--- config.mk ---
export PLATFORM = sky130hd
export DESIGN_NAME = midi_preset_ctrl
export DESIGN_NICKNAME = d
export VERILOG_FILES = /design/src/rtl/midi_preset_ctrl_pkg.sv /design/src/rtl/midi_preset_ctrl_ram.sv /design/src/rtl/midi_preset_ctrl.sv
export SDC_FILE = /design/constraint.sdc
export NUM_CORES = 1
export LEC_CHECK = 0
export CORE_MARGIN = 5
export CORE_UTILIZATION = 35
export CTS_CLUSTER_SIZE = 14
export DETAILED_ROUTE_END_ITERATION = 8
export PLACE_DENSITY = 0.62
export SKIP_CTS_REPAIR_TIMING = 1
export SLEW_MARGIN = 20
export SYNTH_ARGS = -nofsm -noshare
export SYNTH_HDL_FRONTEND = slang
export SYNTH_SLANG_ARGS = --single-unit
--- constraint.sdc ---
create_clock -name clk -period 3.95 [get_ports clk]
set_input_delay 0.395 -clock clk [delete_from_list [all_inputs] [get_ports clk]]
set_output_delay 0.395 -clock clk [all_outputs]
set_load 0.02 [all_outputs]
--- src/rtl/midi_preset_ctrl_pkg.sv ---
// Shared types and helpers for the MIDI preset engine: FSM states, message
// status constants, flash word field layout and message word helpers.
package midi_pkg;

    typedef enum logic [2:0] {
        LOAD_REQ,
        LOAD_WAIT,
        IDLE,
        STORE_REQ,
        STORE_WAIT
    } preset_state_t;

    localparam logic [7:0] CC_MSG = 8'hB0;
    localparam logic [7:0] PC_MSG = 8'hC0;

    // Flash word layout: status | data1 | data2 | bits_cnt
    localparam int STATUS_LSB = 24;
    localparam int DATA1_LSB  = 16;
    localparam int DATA2_LSB  = 8;
    localparam int BITS_LSB   = 0;

    // A stored word is usable only if it carries a status byte and a legal bit count
    function automatic logic msg_valid(input logic [31:0] word);
        logic [7:0] status;
        logic [7:0] bits;
        status = word[STATUS_LSB +: 8];
        bits   = word[BITS_LSB +: 8];
        return status[7] && (bits == 8'd10 || bits == 8'd20 || bits == 8'd30);
    endfunction

    // Serial bit count for a message of 1..3 bytes (10 bits per UART frame)
    function automatic logic [7:0] msg_bits(input logic [1:0] bytes);
        return {6'd0, bytes} * 8'd10;
    endfunction

endpackage

--- src/rtl/midi_preset_ctrl_ram.sv ---
// Slot storage: DEPTH words of 32 bits, one write port and two
// combinational read ports (one for playback, one for flash write-back).
module preset_ram #(
    parameter int DEPTH = 4,
    parameter int AW    = 4
) (
    input  logic          clk,
    input  logic          we,
    input  logic [AW-1:0] wr_idx,
    input  logic [31:0]   wr_data,
    input  logic [AW-1:0] play_idx,
    output logic [31:0]   play_data,
    input  logic [AW-1:0] store_idx,
    output logic [31:0]   store_data
);

    localparam int            IW   = (DEPTH > 1) ? $clog2(DEPTH) : 1;
    localparam logic [AW-1:0] LAST = AW'(DEPTH - 1);

    logic [31:0] mem [DEPTH];

    // Single write port; out-of-range indices are dropped
    always_ff @(posedge clk) begin
        if (we && wr_idx <= LAST) begin
            mem[wr_idx[IW-1:0]] <= wr_data;
        end
    end

    assign play_data  = (play_idx  <= LAST) ? mem[play_idx[IW-1:0]]  : '0;
    assign store_data = (store_idx <= LAST) ? mem[store_idx[IW-1:0]] : '0;

endmodule

--- src/rtl/midi_preset_ctrl.sv ---
// Preset engine for the MIDI pedal: loads one message word per footswitch
// from flash after reset, plays a slot to midi_out on a press, and in save
// mode learns the last received message into a slot and writes it back.
module midi_preset_ctrl
    import midi_pkg::*;
#(
    parameter int          BUTTONS_CNT = 4,
    parameter int          BTN_W       = 4,
    parameter int          MIDI_CH     = 0,
    parameter int          FIRST_CC    = 46,
    parameter int          CC_VALUE    = 127,
    parameter logic [23:0] BASE_ADDR   = 24'h1ffd80,
    parameter int          MAX_RETRY   = 3
) (
    input  logic                   clk,
    input  logic                   rst_i,
    input  logic [BTN_W-1:0]       btn_index,
    input  logic                   save_mode,
    input  logic                   learn_valid,
    input  logic [7:0]             learn_status,
    input  logic [7:0]             learn_data1,
    input  logic [7:0]             learn_data2,
    input  logic [1:0]             learn_bytes,
    output logic [23:0]            fl_adr_o,
    output logic [31:0]            fl_dat_o,
    output logic                   fl_we_o,
    output logic                   fl_stb_o,
    input  logic [31:0]            fl_dat_i,
    input  logic                   fl_ack_i,
    input  logic                   fl_rty_i,
    output logic [7:0]             out_status,
    output logic [7:0]             out_data1,
    output logic [7:0]             out_data2,
    output logic [7:0]             out_bits_cnt,
    output logic                   out_trigger,
    input  logic                   out_busy,
    output logic                   loaded,
    output logic                   busy,
    output logic [BUTTONS_CNT-1:0] slot_init
);

    localparam logic [BTN_W-1:0] ONE       = BTN_W'(1);
    localparam logic [BTN_W-1:0] LAST_SLOT = BTN_W'(BUTTONS_CNT);
    localparam logic [7:0]       MAX_RTY   = 8'(MAX_RETRY);

    preset_state_t    state;
    logic [BTN_W-1:0] idx;
    logic [7:0]       retry;
    logic             learned_vld;
    logic [31:0]      learn_word;
    logic [BTN_W-1:0] store_idx;
    logic             pend_vld;
    logic [BTN_W-1:0] pend_idx;

    logic             ram_we;
    logic [BTN_W-1:0] ram_wr_idx;
    logic [31:0]      ram_wr_data;
    logic [31:0]      ram_play_data;
    logic [31:0]      ram_store_data;
    logic [31:0]      play_word;

    logic btn_ok;
    logic store_press;
    logic play_press;
    logic rty_done;

    // One-hot slot_init bit for slot k (1-based); slot 0 means none
    function automatic logic [BUTTONS_CNT-1:0] slot_mask(input logic [BTN_W-1:0] k);
        if (k == '0) begin
            return '0;
        end
        return BUTTONS_CNT'(1) << (k - ONE);
    endfunction

    // Flash byte address of slot k (1-based), four bytes per slot
    function automatic logic [23:0] slot_addr(input logic [BTN_W-1:0] k);
        return BASE_ADDR + (24'(k - ONE) << 2);
    endfunction

    // Fallback CC message for a slot without a valid stored word
    function automatic logic [31:0] default_word(input logic [BTN_W-1:0] k);
        return {CC_MSG | 8'(MIDI_CH), 8'(FIRST_CC - 1) + 8'(k), 8'(CC_VALUE), 8'd30};
    endfunction

    assign btn_ok      = (btn_index != '0) && (btn_index <= LAST_SLOT);
    assign store_press = (state == IDLE) && btn_ok && save_mode && learned_vld;
    assign play_press  = loaded && btn_ok && !save_mode;
    assign rty_done    = (retry + 8'd1) == MAX_RTY;
    assign busy        = (state != IDLE);

    assign play_word = (|(slot_init & slot_mask(pend_idx))) ? ram_play_data
                                                            : default_word(pend_idx);

    // Slot write port: flash read data during load, learned word on a save press
    always_comb begin
        ram_we      = 1'b0;
        ram_wr_idx  = '0;
        ram_wr_data = '0;
        if (state == LOAD_WAIT && fl_ack_i) begin
            ram_we      = 1'b1;
            ram_wr_idx  = idx - ONE;
            ram_wr_data = fl_dat_i;
        end else if (store_press) begin
            ram_we      = 1'b1;
            ram_wr_idx  = btn_index - ONE;
            ram_wr_data = learn_word;
        end
    end

    preset_ram #(
        .DEPTH (BUTTONS_CNT),
        .AW    (BTN_W)
    ) u_ram (
        .clk        (clk),
        .we         (ram_we),
        .wr_idx     (ram_wr_idx),
        .wr_data    (ram_wr_data),
        .play_idx   (pend_idx - ONE),
        .play_data  (ram_play_data),
        .store_idx  (store_idx - ONE),
        .store_data (ram_store_data)
    );

    // Flash load/store sequencer plus the learned-message latch
    always_ff @(posedge clk) begin
        if (rst_i) begin
            state       <= LOAD_REQ;
            idx         <= ONE;
            retry       <= '0;
            slot_init   <= '0;
            learned_vld <= 1'b0;
            store_idx   <= '0;
            loaded      <= 1'b0;
            fl_adr_o    <= '0;
            fl_dat_o    <= '0;
            fl_we_o     <= 1'b0;
            fl_stb_o    <= 1'b0;
        end else begin
            case (state)
                LOAD_REQ: begin
                    fl_stb_o <= 1'b1;
                    fl_we_o  <= 1'b0;
                    fl_adr_o <= slot_addr(idx);
                    state    <= LOAD_WAIT;
                end
                LOAD_WAIT: begin
                    if (fl_ack_i || (fl_rty_i && rty_done)) begin
                        fl_stb_o <= 1'b0;
                        retry    <= '0;
                        idx      <= idx + ONE;
                        if (fl_ack_i) begin
                            slot_init <= (slot_init & ~slot_mask(idx))
                                       | (msg_valid(fl_dat_i) ? slot_mask(idx) : '0);
                        end else begin
                            slot_init <= slot_init & ~slot_mask(idx);
                        end
                        if (idx == LAST_SLOT) begin
                            state  <= IDLE;
                            loaded <= 1'b1;
                        end else begin
                            state <= LOAD_REQ;
                        end
                    end else if (fl_rty_i) begin
                        fl_stb_o <= 1'b0;
                        retry    <= retry + 8'd1;
                        state    <= LOAD_REQ;
                    end
                end
                IDLE: begin
                    if (store_press) begin
                        slot_init   <= slot_init | slot_mask(btn_index);
                        learned_vld <= 1'b0;
                        store_idx   <= btn_index;
                        state       <= STORE_REQ;
                    end
                end
                STORE_REQ: begin
                    fl_stb_o <= 1'b1;
                    fl_we_o  <= 1'b1;
                    fl_adr_o <= slot_addr(store_idx);
                    fl_dat_o <= ram_store_data;
                    state    <= STORE_WAIT;
                end
                STORE_WAIT: begin
                    if (fl_ack_i || (fl_rty_i && rty_done)) begin
                        fl_stb_o <= 1'b0;
                        fl_we_o  <= 1'b0;
                        retry    <= '0;
                        state    <= IDLE;
                    end else if (fl_rty_i) begin
                        fl_stb_o <= 1'b0;
                        retry    <= retry + 8'd1;
                        state    <= STORE_REQ;
                    end
                end
                default: begin
                    state <= LOAD_REQ;
                end
            endcase
            // A message arriving in the same cycle as a save press stays latched
            if (learn_valid) begin
                learned_vld <= 1'b1;
            end
        end
    end

    // Learned message word, kept ready in flash layout
    always_ff @(posedge clk) begin
        if (learn_valid) begin
            learn_word <= {learn_status, learn_data1, learn_data2, msg_bits(learn_bytes)};
        end
    end

    // Keep the latest play press pending and hand it to midi_out when it is free
    always_ff @(posedge clk) begin
        if (rst_i) begin
            pend_vld     <= 1'b0;
            pend_idx     <= '0;
            out_status   <= '0;
            out_data1    <= '0;
            out_data2    <= '0;
            out_bits_cnt <= '0;
            out_trigger  <= 1'b0;
        end else begin
            out_trigger <= 1'b0;
            if (pend_vld && !out_busy && !out_trigger) begin
                out_trigger  <= 1'b1;
                out_status   <= play_word[STATUS_LSB +: 8];
                out_data1    <= play_word[DATA1_LSB +: 8];
                out_data2    <= play_word[DATA2_LSB +: 8];
                out_bits_cnt <= play_word[BITS_LSB +: 8];
                pend_vld     <= 1'b0;
            end
            if (play_press) begin
                pend_vld <= 1'b1;
                pend_idx <= btn_index;
            end
        end
    end

endmodule

# After elaboration in Yosys (flattened, before gate mapping)
# Memories as Yosys holds them, arrays and structs flattened.
# Index checks and enable logic that the tools add are counted.
totals:
  register_bits: 150
  ram_bits: 128
  input_bits: 69
  mem_count: 1
memory_table:
  columns: ["memory", "depth", "word_bits", "read_ports", "rd_ports_with_merged_regs", "wr", "line", "source"]
  rows:
  - ["u_ram.mem", 4, 32, 2, 0, 1, "midi_preset_ctrl_ram.sv:20", "logic [31:0] mem [DEPTH];"]
op_classes:
  addsub: 11
  multipliers: 1
  n_reduce_logical: 43
  n_mux: 69
  n_bitwise: 7
  n_lt_le_gt_ge: 4
  n_shift: 3
  eq_ne: 16
ops:
  columns: ["cell", "n"]
  rows:
  - ["2-to-1 mux 32 bit", 5]
  - ["2-to-1 mux 4 bit", 24]
  - ["one-hot mux 24 bit (2 select lines)", 1]
  - ["adder 22 x 7 -> 23 bit (first input constant)", 2]
  - ["2-to-1 mux 1 bit", 27]
  - ["equality test 8 x 5 -> 1 bit (second input constant)", 2]
  - ["2-to-1 mux 8 bit", 2]
  - ["subtractor 4 x 1 -> 4 bit (second input constant)", 4]
  - ["2-to-1 mux 3 bit", 5]
  - ["one-hot mux 3 bit (5 select lines)", 1]
  - ["nonzero test 2 bit", 7]
  - ["bitwise AND 4 bit", 3]
  - ["<= comparator 4 x 2 -> 1 bit (second input constant)", 3]
  - ["logical AND 1 bit", 12]
  - ["logical NOT 4 bit", 3]
  - ["AND reduction 2 bit", 6]
  - ["left shift 1 x 4 -> 4 bit (first input constant)", 3]
  - ["subtractor 4 x 1 -> 5 bit (second input constant)", 2]
  - ["AND reduction 3 bit", 3]
  - ["adder 8 x 1 -> 8 bit (second input constant)", 1]
  - ["equality test 8 x 2 -> 1 bit (second input constant)", 1]
  - ["equality test 8 x 4 -> 1 bit (second input constant)", 1]
  - ["NOT 4 bit", 2]
  - ["OR 4 bit", 2]
  - ["other kinds (24)", 32]

# Longest topological paths before layout
logic_depth:
  word_depth: 18
  mapped_depth: 11
  mapped_depth_nobuf: 8

# Hierarchy
# A second synthesis with hierarchy kept.
unflattened:
  cells_unflattened: 1046
  hier_area_um2: 11842.6
modules_own_cells:
  columns: ["mod", "area_each_um2", "cells_each", "instances"]
  rows:
  - ["midi_preset_ctrl", 6007.0, 687, 1]
  - ["preset_ram", 5835.6, 359, 1]

# Worst setup path before layout
# OpenSTA, ideal clock, no wires.
synth_timing:
  kind: "input to register"
  start: "input btn_index[0]"
  end: "memory u_ram.mem[0][0], enable pin"
  stages: 9
  t_arrival_ns: 3.144
  n_path_buf: 1
  setup_ns: 0.421
  required_time_ns: 3.529
  setup_slack_ns: 0.385
  path_cell_list: "clkbuf_1 -> inv_1 -> ha_1 -> xor2_1 -> nor2_1 -> nand4_1 -> o32ai_1 -> nand2b_1 -> nor2_1"
synth_via:
  elab_chain_cells: 11
  word_cells_on_any_way: 15
  cone_classes: "add/sub (1); order compare (2); mux (6); reduce/logical (6)"
synth_lines:
  columns: ["element", "line", "source"]
  rows:
  - ["start, declared", "midi_preset_ctrl.sv:17", "input logic [BTN_W-1:0] btn_index,"]
  - ["<= comparator 4 x 3 -> 1 bit / nonzero test 4 bit (equally long branches)", "midi_preset_ctrl.sv:85", "assign btn_ok = (btn_index != '0) && (btn_index <= LAST_SLOT);"]
  - ["logical AND 1 bit", "midi_preset_ctrl.sv:85", null]
  - ["logical AND 1 bit (3 in series)", "midi_preset_ctrl.sv:86", "assign store_press = (state == IDLE) && btn_ok && save_mode && learned_vld;"]
  - ["2-to-1 mux 4 bit", "midi_preset_ctrl.sv:103", "end else if (store_press) begin"]
  - ["2-to-1 mux 4 bit", "midi_preset_ctrl.sv:99", "if (state == LOAD_WAIT && fl_ack_i) begin"]
  - ["<= comparator 4 x 2 -> 1 bit", "midi_preset_ctrl_ram.sv:24", "if (we && wr_idx <= LAST) begin"]
  - ["logical AND 1 bit", "midi_preset_ctrl_ram.sv:24", null]
  - ["2-to-1 mux 1 bit", "midi_preset_ctrl_ram.sv:24", null]
  - ["2-to-1 mux 1 bit (implied by the code)", "midi_preset_ctrl_ram.sv:25", "mem[wr_idx[IW-1:0]] <= wr_data;"]
  - ["end, declared", "midi_preset_ctrl_ram.sv:20", null]
# Several ways; a longest one is shown, not always the timed one.

# Worst setup path after layout
layout_timing:
  start: "register state[2]"
  end: "output busy"
layout_via:
  elab_chain_cells: 1
layout_lines:
  columns: ["element", "line", "source"]
  rows:
  - ["start, declared", "midi_preset_ctrl.sv:46", "preset_state_t state;"]
  - ["start signal, assigned", "midi_preset_ctrl.sv:127", "state <= LOAD_REQ;"]
  - ["start signal, assigned", "midi_preset_ctrl.sv:144", "state <= LOAD_WAIT;"]
  - ["start signal, assigned", "midi_preset_ctrl.sv:158", "state <= IDLE;"]
  - ["inequality test 3 x 2 -> 1 bit", "midi_preset_ctrl.sv:89", "assign busy = (state != IDLE);"]
  - ["end, declared", "midi_preset_ctrl.sv:38", "output logic busy,"]
# Every way passes these cells.

==> qor.csv <==
stage,metric,value,unit
place,Cells after DPL,1380,
yosys,register area share after synthesis,59.3,%
yosys,Yosys reg bits,258,
yosys,cell type with the highest aggregate area in the netlist,edfxtp_1,
layout,register area,0.00671,mm^2
yosys,Gate Count Post-Synth,871,
status,outcome,finished clean,
critical_path,CP required,3560,ps
layout,NumNets Final,1087,
clock_tree,Clock Path Buffers,3,
floorplanning,die height,190,um
timing,Final Cycle Share,72.9,%
layout,fill cell count,2852,
critical_path,"slowest stage delay, CP",580,ps
drt,DR vias,7682,
yosys,largest family of logic cells by synthesized area,multiplexers,
timing,maximum clock rate,0.347,GHz
global_route,vias in the first global route,7796,
layout,Area Growth Syn to Fin,26.0,%
global_route,first-pass GRT wire length,45900,um
layout,design area,0.0143,mm^2
yosys,XOR/XNOR Fraction of Synth Area,1.24,%
drt,Via density,5.36,
clock_tree,H-tree levels,1,
place,I/O Buffers,159,
layout,share of layout cells above drive strength 1,15.5,%
yosys,area share of fa/ha/maj cells after synthesis,1.11,%
yosys,top-count cell post-synth,edfxtp_1,
timing,Slew @ Worst Pin,965,ps
timing,unrepaired setup endpoints after global routing,no,
layout,# diodes,0,
clock_tree,Clock Latency Late Sink,540,ps
place,routability cong.,0.876,
floorplanning,DIE WIDTH,190,um
hold_path,Hold Crit Class,primary input to register,
floorplanning,Rows,65,
drt,Initial DRT Pass Iterations,5,
place,Area after DPL,0.0133,mm^2
yosys,Post-synth ARST share,0,%
pwr,leakage,0.00462,uW
yosys,mux contribution to synthesized area,13.4,%
yosys,top post-synthesis cells by count,"154 x edfxtp_1, 104 x dfxtp_1, 95 x nor2_1",
yosys,post-synthesis area per instance,13.0,um^2
floorplanning,die footprint,0.0360,mm^2
drt,Iteration-0 DRC Markers,663,
critical_path,Worst setup SP type,register,
timing,final hold vios,0,
clock_tree,Worst-path clk slew,60,ps
critical_path,crit path buf inv count,2,
drt,Total Routed Length,29900,um
global_route,gr ovfl total,0,
floorplanning,core box area,0.0317,mm^2
drt,# DRC,0,
yosys,Compound-Gate Fraction of Synth Area,9.98,%
timing,Final Slew Violations,0,
layout,area of the multi-input gates,0.00419,mm^2
timing,setup ws final,1070,ps
drt,Avg WL per Cell,20.9,um
timing,skew final,12.9,ps
global_route,largest net degree at the start of global routing,70,
yosys,"EDFF count, synth",154,
global_route,initial antenna violation count,0,
place,Place WS,842,ps
pwr,maximum vdd drop,0.000351,V
timing,minimum clock period,2880,ps
place,DP HPWL,20300,um
critical_path,Worst Setup End Kind,output port,
yosys,Simple-Gate Fraction of Synth Area,10.8,%
clock_tree,CTS tree,done,
timing,Final TNS setup,0,ps
yosys,top-area cell type share of the netlist area,40.9,%
critical_path,crit path kind,register to output port,
floorplanning,I/O Pins,166,
timing,final setup violation count,0,
critical_path,worst path cell trace,and2b_1 > nor2b_1 > inv_2 > clkdlybuf4s50_1,
timing,Slew Limit Headroom,35.7,%
drt,antenna-violating nets left,0,
timing,Hold Slack,409,ps
floorplanning,starting utilization of the core area,35.7,%
clock_tree,cell chosen for the clock root,clkbuf_16,
clock_tree,TritonCTS Buffers,28,
critical_path,CP top delay family,simple AND/OR/NAND/NOR gates,
global_route,All-Layer GR Usage,16.2,%
pwr,P per Cell Area,424,mW/mm^2
layout,Non-Filler Instances,1432,
yosys,Ys Warns,0,
critical_path,WP data arrival,2490,ps
yosys,"Cell Area, Synth",0.0113,mm^2
critical_path,"Max FO, Critical Path",11,
yosys,post-synth cell types,69,
yosys,ys flop type,edfxtp_1,
flow_run,max cap viols,0,
clock_tree,clock sink count,258,
yosys,top post-synthesis cells by area,"edfxtp_1 41%, dfxtp_1 18%, mux4_2 13%",
critical_path,Crit-path slowest cell,clkdlybuf4s50_1,
==> flip-flops by register name (all words and copies together) (netlist names), named ones only <==
name          count
pend_idx          4
out_data2         8
out_data1         8
pend_vld          1
out_bits_cnt      8
idx               4
u_ram.mem       128
fl_stb_o          1
fl_adr_o          7
out_trigger       1
state             3
fl_we_o           1
fl_dat_o         32
loaded            1
out_status        8
learn_word       26
learned_vld       1
retry             8
store_idx         4
==> worst register-to-register path: stages, from the launching register on <==
cell	delay [ps]
dfxtp_1	410
and2b_1	320
nor2b_1	480
nand4_1	150
buf_4	200
o32ai_1	180
nand2b_1	210
nor2_4	330
buf_4	250
==> cell families (layout without fill, tap and decap cells) <==
family / count (synthesis) / count (layout)
flops: 258 / 258
simple gates: 255 / 255
compound gates: 158 / 158
buf+inv: 101 / 255
mux: 72 / 72
xor+xnor: 16 / 16
fa+ha+maj: 10 / 10
other cells: 1 / 6
==> power by group <==
group	leakage, uW	total, uW	internal (uW)	switching, uW
clock network	0.000467	2740	1670	1080
registers	0.00223	2950	2910	36.9
logic	0.00193	348	154	193
==> layer usage <==
layer | wire length (um) | vias up | global-route usage (%)
li1 | - | 3577 | -
met1 | 13100 | 3793 | 22.0
met2 | 14600 | 278 | 27.8
met3 | 1670 | 34 | 2.81
met4 | 496 | 0 | 3.06
met5 | 0 | - | 0
==> area by class of cell <==
cell class / count / area share (%)
clock inverters: 21 / 1.70
well taps: 402 / 3.53
repair buffers: 183 / 12.6
multi-input cells: 517 / 29.4
flip-flops and latches: 258 / 47.1
inverters: 20 / 0.527
clock buffers: 31 / 5.14
==> metrics by stage <==
| stage | power [uW] | util, % |
|---|---|---|
| 2_1_floorplan | 3180 | - |
| 3_3_place_gp | 3350 | 41.9 |
| 3_5_place_dp | 3360 | 41.9 |
| 4_1_cts | 6100 | 45.0 |
| 5_1_grt | 6250 | 45.0 |
| 6_report | 6040 | 45.0 |
==> worst paths after layout <==
path | startpoint | end | slack (ps) | depth (start not counted)
min | learn_data2[2] | learn_word[10]$_DFFE_PP_ | 410 | 1
max | state[2]$_SDFFE_PP0P_ | busy | 1070 | 4
min reg2reg | out_bits_cnt[5]$_SDFFE_PP0P_ | out_bits_cnt[5]$_SDFFE_PP0P_ | 450 | 2
max reg2reg | state[2]$_SDFFE_PP0P_ | u_ram.mem[1][8]$_DFFE_PP_ | 1150 | 8
==> cell usage in the layout (no fill, tap or decap), types with 8 or more instances in the layout <==
cell type,instances
mux4_2,63
clkdlybuf4s50_1,157
buf_4,22
ha_1,8
a21oi_1,48
a22oi_1,36
o21ai_0,8
nor2_1,91
clkbuf_16,29
nor3_1,41
xnor2_1,10
dfxtp_1,102
a22o_1,30
inv_1,19
nand3_1,22
nand2_1,45
edfxtp_1,154
No activity file was read; power rests on OpenSTA's default activity.
